===== src/rtl/adc_pkg.sv =====
// Shared definitions for the thermometer-code ADC sampler: FSM encoding,
// synchroniser depth and a constant-foldable ceil(log2) helper.
package adc_pkg;

  typedef enum logic [1:0] {
    ST_IDLE  = 2'd0,
    ST_SYNC  = 2'd1,
    ST_ACCUM = 2'd2
  } state_e;

  // Flops in the comparator synchroniser; also the SYNC flush length.
  localparam int unsigned SYNC_DEPTH = 2;

  // ceil(log2(value)); returns 0 for value <= 1.
  function automatic int unsigned clog2(input int unsigned value);
    int unsigned r;
    r = 0;
    for (int i = 0; i < 32; i++) begin
      if ((33'd1 << i) < 33'(value)) r = 32'(i + 1);
    end
    return r;
  endfunction

endpackage


===== src/rtl/adc_thermo_encoder.sv =====
// Combinational thermometer-to-binary encoder with 3-input majority bubble
// correction.
//   t     : synchronised comparator word, bit 0 = lowest threshold
//   code  : popcount of the corrected word, 0..N_LEVELS
//   valid : 1 when t is a clean thermometer word (0...01...1)
module adc_thermo_encoder
  import adc_pkg::*;
#(
  parameter  int unsigned N_LEVELS = 15,
  localparam int unsigned OUT_W    = clog2(N_LEVELS + 1)
) (
  input  logic [N_LEVELS-1:0] t,
  output logic [OUT_W-1:0]    code,
  output logic                valid
);

  logic [N_LEVELS+1:0] ext;
  logic [N_LEVELS-1:0] c;

  // Pad with an implied 1 below bit 0 and an implied 0 above the top bit,
  // then take the majority of each bit and its two neighbours.
  always_comb begin
    ext  = {1'b0, t, 1'b1};
    c    = '0;
    code = '0;
    for (int i = 0; i < int'(N_LEVELS); i++) begin
      c[i] = (ext[i] & ext[i+1]) | (ext[i] & ext[i+2]) | (ext[i+1] & ext[i+2]);
      code = code + OUT_W'(c[i]);
    end
  end

  // A set bit sitting directly above a clear bit breaks the thermometer form.
  assign valid = ~|(t[N_LEVELS-1:1] & ~t[N_LEVELS-2:0]);

endmodule


===== src/rtl/adc_thermo_sampler.sv =====
// Flash-ADC sampler: synchronises the comparator thermometer word, bubble
// corrects and encodes it, averages 2^AVG_LOG2 samples per window and
// strobes the result. Single-shot or continuous windows.
//   clk, reset_n : clock, asynchronous active-low reset
//   start        : request a window (honoured only when idle)
//   continuous   : repeat windows back-to-back while high
//   comp_in      : raw asynchronous comparator outputs
//   busy         : not idle
//   data_out     : averaged code, held between results
//   data_valid   : one-cycle strobe with each data_out update
//   bubble_err   : sticky non-thermometer flag, cleared on accepted start
module adc_thermo_sampler
  import adc_pkg::*;
#(
  parameter  int unsigned N_LEVELS = 15,
  parameter  int unsigned AVG_LOG2 = 2,
  localparam int unsigned OUT_W    = clog2(N_LEVELS + 1)
) (
  input  logic                clk,
  input  logic                reset_n,
  input  logic                start,
  input  logic                continuous,
  input  logic [N_LEVELS-1:0] comp_in,
  output logic                busy,
  output logic [OUT_W-1:0]    data_out,
  output logic                data_valid,
  output logic                bubble_err
);

  localparam int unsigned ACC_W    = OUT_W + AVG_LOG2;
  localparam int unsigned CNT_W    = (AVG_LOG2 > 0) ? AVG_LOG2 : 1;
  localparam int unsigned CNT_LAST = (1 << AVG_LOG2) - 1;
  localparam int unsigned SCNT_W   = (clog2(SYNC_DEPTH) > 0) ? clog2(SYNC_DEPTH) : 1;

  logic [N_LEVELS-1:0] sync1_q, sync2_q;
  state_e              state_q, state_d;
  logic [SCNT_W-1:0]   scnt_q, scnt_d;
  logic [CNT_W-1:0]    cnt_q, cnt_d;
  logic [ACC_W-1:0]    acc_q, acc_d;
  logic [OUT_W-1:0]    data_q, data_d;
  logic                valid_q, valid_d;
  logic                bubble_q, bubble_d;
  logic                busy_q, busy_d;

  logic [OUT_W-1:0]    code_c;
  logic                tvalid_c;
  logic                last_c;
  logic [ACC_W-1:0]    acc_sum_c;

  adc_thermo_encoder #(
    .N_LEVELS (N_LEVELS)
  ) u_enc (
    .t     (sync2_q),
    .code  (code_c),
    .valid (tvalid_c)
  );

  assign last_c    = (cnt_q == CNT_W'(CNT_LAST));
  assign acc_sum_c = acc_q + ACC_W'(code_c);

  // Two-flop synchroniser for the asynchronous comparator word.
  always_ff @(posedge clk or negedge reset_n) begin
    if (!reset_n) begin
      sync1_q <= '0;
      sync2_q <= '0;
    end else begin
      sync1_q <= comp_in;
      sync2_q <= sync1_q;
    end
  end

  // State and datapath registers.
  always_ff @(posedge clk or negedge reset_n) begin
    if (!reset_n) begin
      state_q  <= ST_IDLE;
      scnt_q   <= '0;
      cnt_q    <= '0;
      acc_q    <= '0;
      data_q   <= '0;
      valid_q  <= 1'b0;
      bubble_q <= 1'b0;
      busy_q   <= 1'b0;
    end else begin
      state_q  <= state_d;
      scnt_q   <= scnt_d;
      cnt_q    <= cnt_d;
      acc_q    <= acc_d;
      data_q   <= data_d;
      valid_q  <= valid_d;
      bubble_q <= bubble_d;
      busy_q   <= busy_d;
    end
  end

  // Next-state and datapath update.
  always_comb begin
    state_d  = state_q;
    scnt_d   = scnt_q;
    cnt_d    = cnt_q;
    acc_d    = acc_q;
    data_d   = data_q;
    valid_d  = 1'b0;
    bubble_d = bubble_q;

    case (state_q)
      ST_IDLE: begin
        if (start) begin
          state_d  = ST_SYNC;
          scnt_d   = '0;
          cnt_d    = '0;
          acc_d    = '0;
          bubble_d = 1'b0;
        end
      end
      // Flush whatever the synchroniser held before the window began.
      ST_SYNC: begin
        if (scnt_q == SCNT_W'(SYNC_DEPTH - 1)) begin
          scnt_d  = '0;
          state_d = ST_ACCUM;
        end else begin
          scnt_d  = SCNT_W'(scnt_q + 1'b1);
        end
      end
      ST_ACCUM: begin
        if (!tvalid_c) bubble_d = 1'b1;
        if (last_c) begin
          data_d  = OUT_W'(acc_sum_c >> AVG_LOG2);
          valid_d = 1'b1;
          acc_d   = '0;
          cnt_d   = '0;
          state_d = continuous ? ST_ACCUM : ST_IDLE;
        end else begin
          acc_d   = acc_sum_c;
          cnt_d   = CNT_W'(cnt_q + 1'b1);
        end
      end
      default: state_d = ST_IDLE;
    endcase

    busy_d = (state_d != ST_IDLE);
  end

  assign busy       = busy_q;
  assign data_out   = data_q;
  assign data_valid = valid_q;
  assign bubble_err = bubble_q;

endmodule


===== config.mk =====
export PLATFORM = sky130hd
export DESIGN_NAME = adc_thermo_sampler
export DESIGN_NICKNAME = d
export VERILOG_FILES = /design/src/rtl/adc_pkg.sv /design/src/rtl/adc_thermo_encoder.sv /design/src/rtl/adc_thermo_sampler.sv
export SDC_FILE = /design/constraint.sdc
export NUM_CORES = 1
export LEC_CHECK = 0
export ABC_CLOCK_PERIOD_IN_PS = 15500
export BUFFER_PORTS_ARGS = -buffer_cell sky130_fd_sc_hd__buf_2
export CAP_MARGIN = 20
export CORE_AREA = 2 2 89 91
export CTS_CLUSTER_SIZE = 40
export DETAILED_ROUTE_END_ITERATION = 7
export DIE_AREA = 0 0 91 93
export RECOVER_POWER = 100
export SLEW_MARGIN = 20
export SYNTH_ARGS = -nofsm -noshare
export SYNTH_HDL_FRONTEND = slang
export SYNTH_SLANG_ARGS = --single-unit
export TNS_END_PERCENT = 10

===== constraint.sdc =====
create_clock -name clk -period 15.5 [get_ports clk]
set_clock_uncertainty 0.15 [all_clocks]
set_input_delay 1.55 -clock clk [delete_from_list [all_inputs] [get_ports clk]]
set_output_delay 1.55 -clock clk [all_outputs]
set_load 0.02 [all_outputs]

==> results.sh <==
export IMPL_worst_pin_slew_ps=2460
export IMPL_synth_commonest_cells="dfrtp_1, nand2_1, inv_1"
export IMPL_start_kind="flop"
export IMPL_synth_top_area_share_pct=54.3
export IMPL_fillers=793
export IMPL_htree_levels=2
export IMPL_track_usage_pct=8.83
export IMPL_wl_met3_microns=140
export IMPL_wl_met1_microns=1710
export IMPL_status="complete, but fails checks"
export IMPL_port_buffers=25
export IMPL_io_pins=26
export IMPL_dieArea_sq_um=8460
export IMPL_hold_violations=0
export IMPL_p_leak_nw=1.15
export IMPL_critPathKind="flop to flop"
export IMPL_dp_hpwl_microns=2610
export IMPL_fp_dieW_microns=91
export IMPL_totalNegativeSetupSlack_ps=0
export IMPL_post_synth_top_count_cell="dfrtp_1"
export IMPL_period_minus_slack_ps=5340
export IMPL_top_layer="met4"
export IMPL_drt_iter0_drc=47
export IMPL_avgSynthCellArea_sq_um=12.2
export IMPL_nNetsFinal=252
export IMPL_initial_core_util_pct=29.4
export IMPL_first_pass_iters=4
export IMPL_synth_edf_count=0
export IMPL_grt_max_degree=49
export IMPL_timing_slew_headroom_pct=-64.2
export IMPL_power_density_nw_per_um2=175
export IMPL_ys_seq_elements=48
export IMPL_postSynthCellCount=181
export IMPL_antenna_found_initial=0
export IMPL_worst_path_most_repeated_cell="fa_1"
export IMPL_fin_hold_ws_ps=201
export IMPL_rsz0062_at_grt="no"
export IMPL_ir_drop_uv=79.5
export IMPL_slowest_stage="fa_1"
export IMPL_routedWlPerCell_microns=11.3
export IMPL_first_global_vias=1307
export IMPL_synth_top_area_cell="dfrtp_1"
export IMPL_cap_violations=1
export IMPL_cpPeakStageDelay_ps=530
export IMPL_ctsResizeCount=0
export IMPL_gp_congestion=0.802
export IMPL_drtAntennaViolNets=0
export IMPL_crit_path_end_kind="flop"
export IMPL_cp_arrival_ps=5360
export IMPL_ys_seq_area_share_pct=54.3
export IMPL_area_growth_pct=15.8
export IMPL_async_flop_share_pct=100
export IMPL_drive_gt1_share_pct=13.6
export IMPL_synth_distinct_cells=40
export IMPL_slew_violations=49
export IMPL_postCtsSetupBuffers=0
export IMPL_hp_class="flop to flop"
export IMPL_clkSinkCount=48
export IMPL_diodes=0
export IMPL_chipHeight_microns=93
export IMPL_worstPathRequired_ps=15530
export IMPL_synthFlopType="dfrtp_1"
export IMPL_drc_errors=0
export IMPL_worstSkewPairLatency_ps=300
export IMPL_path_cells="maj3_1 -> ha_1 -> fa_1 -> fa_1 -> fa_1 -> inv_1 -> fa_1 -> inv_1 -> ha_1 -> a21o_1 -> a21oi_1 -> xnor2_1 -> ha_1 -> and2_0 -> a22o_4 -> o311ai_0"
export IMPL_cts_root_buf="clkbuf_8"
export IMPL_netlist_area_sq_um=2210
export IMPL_path_clk_slew_ps=90
export IMPL_ys_warnings_count=0
export IMPL_core_area_sq_um=7530
export IMPL_critical_path_max_fanout=6
export IMPL_wl_met2_microns=1670
export IMPL_viasPerCell=4.44
export IMPL_ys_top_cells_by_area="dfrtp_1, fa_1, ha_1"
export IMPL_finalSetupViolCount=0
export IMPL_grt_overflow=0
export IMPL_vias=1400
export IMPL_violations="max-capacitance violations, max-slew violations"
export IMPL_cts_tree="built"
export IMPL_fmax_mhz=187
export IMPL_rows=32
export IMPL_cts_buffers=5
export IMPL_grt_first_pass_wirelength_microns=5900
export IMPL_clockBufferDepth=2
export IMPL_synth_nets=221
export IMPL_period_share_pct=34.4
export IMPL_postRouteWirelength_microns=3570
export IMPL_ctsHoldBuffers=0
==> cells in the final DEF, fill, tap and decap left out, types with 2 or more instances in the layout <==
master	instances
a211oi_1	2
a21o_1	2
a21oi_1	8
a22o_1	4
a31oi_1	2
buf_2	16
clkbuf_1	9
clkbuf_8	5
clkinv_4	2
dfrtp_1	48
fa_1	10
ha_1	11
inv_1	12
maj3_1	7
nand2_1	16
nand2b_1	4
nand3b_1	2
nor2_1	10
nor2b_1	3
nor4_1	2
o21a_1	2
o21ai_0	11
o21bai_1	2
o31ai_1	2
xor2_1	2
==> where the power goes <==
part | internal (W) | switching (W)
logic | 0.0000876 | 0.000109
clock network | 0.0000486 | 0.0000429
registers | 0.000145 | 0.0000156
==> layer usage <==
metal,up-vias,track usage (%)
met5,-,0
met4,0,4.17
met3,4,2.50
met2,29,13.8
met1,678,11.4
li1,689,-
==> logic make-up (layout without fill, tap and decap cells) <==
group	Yosys count	after routing	share of synthesized area (%)
flops	48	48	54.3
simple gates	46	46	10.5
compound gates	41	41	12.4
fa+ha+maj	28	28	18.4
buf+inv	13	45	2.26
xor+xnor	3	3	1.19
mux	2	2	0.961
==> area by class of cell <==
type / instances / area [sq um] / share of cell area [%]
clock buffers: 5 / 68.8 / 2.68
multi-input cells: 120 / 960 / 37.4
inverters: 12 / 45.0 / 1.76
repair buffers: 25 / 114 / 4.44
flip-flops and latches: 48 / 1200 / 46.9
well taps: 102 / 128 / 4.98
clock inverters: 3 / 47.5 / 1.85
==> state kept, by name, summed over array words and instances (netlist names) <==
| register | count |
|---|---|
| cnt_q | 2 |
| sync2_q | 15 |
| scnt_q | 1 |
| data_out | 4 |
| state_q | 2 |
| busy | 1 |
| data_valid | 1 |
| sync1_q | 15 |
| acc_q | 6 |
| bubble_err | 1 |
==> worst paths after layout <==
path                                 start     endpoint  slack, ps  depth (start not counted)
worst max-delay path            sync2_q[1]     acc_q[5]      10160                         16
worst min-delay path            sync1_q[1]   sync2_q[1]        200                          0
worst max register to register  sync2_q[1]     acc_q[5]      10160                         16
worst min register to register  sync1_q[1]   sync2_q[1]        200                          0
max in group asynchronous          reset_n   sync2_q[0]      11960                          1
min in group asynchronous          reset_n  sync1_q[13]       1850                          1
==> critical path, delay by kind of cell, from the launching register on <==
family / cells / cell delay, ps
xor+xnor: 1 / 140
fa+ha+maj: 8 / 3260
simple gates: 1 / 170
buf+inv: 2 / 120
compound gates: 4 / 940
flops: 1 / 420
==> stage by stage <==
step	setup WS, ps	instances	power (W)	util (%)	instance area, sq um
global placement	10210	307	0.000364	32.7	2460
global route	9930	315	0.000491	34.1	2560
detailed placement	10160	307	0.000371	32.7	2460
CTS	10160	315	0.000464	34.2	2580
floorplan	10360	181	0.000322	-	2210
finish	10160	315	0.000449	34.1	2560
(Power assumes the default switching activity.)
